### config.mk
export PLATFORM = sky130hd
export DESIGN_NAME = gbsha_ttfir_top
export DESIGN_NICKNAME = d
export VERILOG_FILES = /design/src/rtl/gbsha_ttfir_pkg.sv /design/src/rtl/gbsha_ttfir_core.sv /design/src/rtl/gbsha_ttfir_top.sv
export SDC_FILE = /design/constraint.sdc
export NUM_CORES = 1
export LEC_CHECK = 0
export BUFFER_PORTS_ARGS = -buffer_cell sky130_fd_sc_hd__buf_2
export CAP_MARGIN = 20
export CORE_ASPECT_RATIO = 0.7
export CORE_UTILIZATION = 54
export CTS_CLUSTER_SIZE = 28
export DETAILED_ROUTE_END_ITERATION = 8
export PLACE_DENSITY = 0.76
export RECOVER_POWER = 25
export SKIP_CTS_REPAIR_TIMING = 1
export SLEW_MARGIN = 5
export SYNTH_ARGS = -nofsm -noshare
export SYNTH_HDL_FRONTEND = slang
export SYNTH_SLANG_ARGS = --single-unit
### constraint.sdc
create_clock -name io_in -period 3.5 [get_ports io_in]
set_input_delay 0.7 -clock io_in [delete_from_list [all_inputs] [get_ports io_in]]
set_output_delay 0.7 -clock io_in [all_outputs]
set_load 0.05 [all_outputs]
### src/rtl/gbsha_ttfir_pkg.sv
// Shared defaults, coefficient array type and arithmetic helpers
// for the Tiny-Tapeout FIR wrapper.
package gbsha_ttfir_pkg;

    localparam int N_TAPS_DEF  = 3;
    localparam int BW_IN_DEF   = 6;
    localparam int BW_OUT_DEF  = 8;
    localparam int BW_COEF_DEF = 4;
    localparam int MAX_TAPS    = 8;

    // Entries beyond N_TAPS are ignored by the core.
    typedef int coef_arr_t [MAX_TAPS];

    localparam coef_arr_t COEFS_DEF = '{1, 2, 1, 0, 0, 0, 0, 0};

    function automatic int acc_width(
        input int bw_in,
        input int bw_coef,
        input int n_taps
    );
        return bw_in + bw_coef + $clog2(n_taps);
    endfunction

    function automatic logic signed [31:0] saturate(
        input logic signed [31:0] v,
        input int                 bw
    );
        logic signed [31:0] hi;
        logic signed [31:0] lo;
        hi = (32'sd1 <<< (bw - 1)) - 32'sd1;
        lo = -(32'sd1 <<< (bw - 1));
        if (v > hi)
            return hi;
        else if (v < lo)
            return lo;
        else
            return v;
    endfunction

endpackage

### src/rtl/gbsha_ttfir_core.sv
// Delay line, multiply-accumulate and output saturation of the
// signed FIR filter.
module gbsha_ttfir_core
    import gbsha_ttfir_pkg::*;
#(
    parameter int        N_TAPS  = N_TAPS_DEF,
    parameter int        BW_in   = BW_IN_DEF,
    parameter int        BW_out  = BW_OUT_DEF,
    parameter int        BW_coef = BW_COEF_DEF,
    parameter coef_arr_t COEFS   = COEFS_DEF
) (
    input  logic                     clk,
    input  logic                     rst_n,
    input  logic signed [BW_in-1:0]  x_in,
    output logic signed [BW_out-1:0] y_out
);

    localparam int AW = acc_width(BW_in, BW_coef, N_TAPS);

    logic signed [BW_in-1:0] d [N_TAPS];
    logic signed [AW-1:0]    acc;

    always_ff @(posedge clk or negedge rst_n) begin
        if (!rst_n) begin
            for (int k = 0; k < N_TAPS; k++)
                d[k] <= '0;
        end else begin
            d[0] <= x_in;
            for (int k = 1; k < N_TAPS; k++)
                d[k] <= d[k-1];
        end
    end

    // Both operands are widened to the full accumulator before the
    // multiply so no partial product or running sum can wrap.
    always_comb begin
        acc = '0;
        for (int k = 0; k < N_TAPS; k++)
            acc = acc
                + AW'($signed(COEFS[k][BW_coef-1:0]))
                * AW'(d[k]);
    end

    assign y_out = BW_out'(saturate(32'(acc), BW_out));

endmodule

### src/rtl/gbsha_ttfir_top.sv
// 8-in/8-out pin wrapper: unpacks clock, reset and sample from io_in,
// synchronises reset release and drives the filter result on io_out.
module gbsha_ttfir_top
    import gbsha_ttfir_pkg::*;
#(
    parameter int        N_TAPS  = N_TAPS_DEF,
    parameter int        BW_in   = BW_IN_DEF,
    parameter int        BW_out  = BW_OUT_DEF,
    parameter int        BW_coef = BW_COEF_DEF,
    parameter coef_arr_t COEFS   = COEFS_DEF
) (
    input  logic [7:0] io_in,
    output logic [7:0] io_out
);

    logic                     clk;
    logic                     rst_async_n;
    logic                     rst_n;
    logic [1:0]               rst_sync;
    logic signed [BW_in-1:0]  x_in;
    logic signed [BW_out-1:0] y_out;
    logic                     unused_io;

    assign clk         = io_in[0];
    assign rst_async_n = io_in[1];
    assign x_in        = io_in[BW_in+1:2];
    assign unused_io   = ^io_in;

    // Assertion is immediate; release only after two clean edges.
    always_ff @(posedge clk or negedge rst_async_n) begin
        if (!rst_async_n)
            rst_sync <= '0;
        else
            rst_sync <= {rst_sync[0], 1'b1};
    end

    assign rst_n = rst_sync[1];

    gbsha_ttfir_core #(
        .N_TAPS  (N_TAPS),
        .BW_in   (BW_in),
        .BW_out  (BW_out),
        .BW_coef (BW_coef),
        .COEFS   (COEFS)
    ) u_core (
        .clk   (clk),
        .rst_n (rst_n),
        .x_in  (x_in),
        .y_out (y_out)
    );

    always_comb begin
        io_out             = '0;
        io_out[BW_out-1:0] = y_out;
    end

endmodule

==> results.py <==
metrics = {
    "outcome": {
        "status": "complete, but fails checks",
        "violations": "hold timing, setup timing",
    },
    "floorplanning": {
        "pin_count": 16,
        "num_rows": 12,
        "initial_core_util_pct": 61.58,
        "fp.dieH_um": 38.80,
        "dieWidth_um": 54.57,
        "core_sq_um": 1697,
        "die_area_sq_um": 2117,
    },
    "cts": {
        "clkSlewWorstSetupHoldPaths_ns": 0.11,
        "clk_latency_ns": 0.30,
        "tritoncts": "done",
    },
    "yosys": {
        "ys_seq_area_share_pct": 47.90,
        "synth_nets": 108,
        "syn_avg_cell_area_sq_um": 12.29,
        "synth_cells": 85,
        "yosysWarnings": 0,
        "synthMuxAreaShare_pct": 0,
        "synth-simple-area-share_pct": 8.862,
        "yosysUniqueCellTypes": 23,
        "synth_compound_area_share_pct": 11.14,
        "syn_area_sq_um": 1045,
        "synth_fa_ha_area_share_pct": 22.99,
        "synth_top_family_by_area": "adder cells",
        "synth-seq-cells": 20,
        "synthXorXnorAreaFrac_pct": 3.353,
    },
    "route": {
        "drt_iter0_markers": 18,
        "wire_per_inst_um": 14.30,
        "drc": 0,
        "ant_nets": 0,
        "route.vias.total": 662,
        "firstDrtPassIters": 4,
        "avgViaCountPerCell": 5.426,
        "wl_um": 1744,
    },
    "timing": {
        "tns_ns": -1.019,
        "tightest_slew_ns": 0.6885,
        "fin_crit_sh_pct": 104.4,
        "clock.fmax_mhz": 273.6,
        "maxSlewHeadroom_pct": 54.10,
        "skew_ns": 0.01076,
        "holdWs_ns": -0.4041,
        "rsz0062_at_grt": "true",
        "final-hold-violation-count": 8,
        "period_needed_ns": 3.656,
        "slew_violations": 0,
        "setup_slack_ns": -0.1556,
        "finalSetupViolCount": 7,
    },
    "worst_setup_path": {
        "end_kind": "output port",
        "cp_num_buf_inv": 3,
        "cp_top_family": "adder cells",
        "cpPeakStageDelay_ns": 0.54,
        "required_ns": 2.80,
        "critPathKind": "reg -> out",
        "worstPathArrival_ns": 2.96,
        "cp-start-kind": "flip-flop",
        "path_cells": "inv_2, fa_1, inv_2, ha_4, fa_2, a211oi_2, or4_4, nand4_4, a21oi_4, o21ai_2, buf_6",
        "cpMostUsedCell": "inv_2",
        "cp_slowest_cell": "fa_1",
        "crit_fanout": 7,
    },
    "placement": {
        "place.gp.congestion": 0.8293,
        "dpl_worst_slack_ns": 0.01380,
        "port_buffers": 8,
        "dpl.hpwl_um": 1232,
    },
    "finish": {
        "final-seq-area_sq_um": 500.5,
        "n_antenna_cell": 0,
        "drive_above_1_share_pct": 34.65,
        "multi_input_area_sq_um": 550.5,
        "nets": 125,
        "syn2layout_area_growth_pct": 24.43,
        "fillCellCount": 100,
    },
    "grt": {
        "top_usage_layer": "met2",
        "grt_pass1_vias": 637,
        "globalRouteMet2Util_pct": 29.27,
        "grt_pass1_wl_um": 2732,
        "met3_usage_pct": 6.275,
        "overflow": 0,
        "met1_usage_pct": 25.87,
        "grt_max_degree": 19,
        "antenna_found_initial": 0,
        "track_usage_pct": 20.89,
    },
    "min_path": {
        "min_path_type": "clk -> async",
    },
    "flow_run": {
        "maxCapViolCount": 0,
    },
}
[cell usage after synthesis]
library cell	instances	area, sq um
or4_4	1	11.26
nand2_1	3	11.26
xnor2_1	2	17.52
dfrtp_1	20	500.5
fa_1	7	140.1
ha_1	8	100.1
a22oi_1	1	7.510
nand3_1	1	5.000
o21ai_0	2	10.01
a21oi_2	2	17.52
nand4_4	1	21.27
a211oi_1	1	7.510
nor3_1	1	5.000
conb_1	1	3.750
a31oi_1	1	6.260
nand3_4	1	17.52
nand4_1	1	6.260
a21o_1	3	22.52
o21ai_1	6	30.03
a21oi_1	3	15.01
inv_1	15	56.30
xor2_1	2	17.52
nor3b_1	2	15.01
[layout make-up]
class,count,area share (%)
clock inverter,1,2.310
tap,21,2.021
inverter,15,4.331
clock buffer,6,3.465
multi-input combinational,50,42.35
timing repair buffer,9,7.026
sequential,20,38.50
[layout by cell type (no fill, tap or decap), types with 2 or more instances in the layout]
cell / count
ha_1: 6
inv_2: 4
clkbuf_4: 6
a21oi_1: 3
nor3b_1: 2
o21ai_2: 6
buf_6: 7
xnor2_1: 2
inv_1: 11
a21o_1: 3
xor2_1: 2
dfrtp_1: 20
ha_4: 2
nand2_1: 3
fa_1: 6
[cells by family (layout without fill, tap and decap cells)]
logic type	Yosys count	after routing
flops	20	20
compound gates	19	19
fa+ha+maj	15	15
buf+inv	15	31
simple gates	11	11
xor+xnor	4	4
other cells	1	1
[worst paths after layout]
kind | slack [ns] | from | end | cells after the start
max in group asynchronous | 2.78 | rst_sync[1] | u_core.d[8] | 0
worst max register to register | 2.78 | rst_sync[1] | u_core.d[8] | 0
worst max-delay path | -0.16 | u_core.d[1] | io_out[4] | 11
min in group io_in | -0.28 | io_in[4] | u_core.d[14] | 0
worst min-delay path | -0.40 | io_in[1] | rst_sync[0] | 2
worst min register to register | 0.28 | rst_sync[1] | u_core.d[2] | 0
[per-stage QoR]
step                      cells  cell area, sq um  hold WS [ns]  util [%]
final                       122              1300       -0.4041     76.62
after global routing        122              1300       -0.4175     76.62
after CTS                   121              1186       -0.4002     69.91
after detailed placement    114              1111       -0.2956     65.49
after global placement      114              1111       -0.2956     65.49
after floorplan              85              1045       -0.2956         -
[per-layer routing]
metal  part of all wire (%)  vias up
met2                     50       32
met3                    5.3        4
li1                       -      317
met5                      0        -
met1                     43      309
met4                    1.5        0
[sequential cells by signal, indices dropped and copies added (netlist names)]
signal,count
u_core.d,18
rst_sync,2
Power is left out: the tool's default activity adds up to more than one toggle a clock period on the data nets, which glitch-free logic cannot reach.
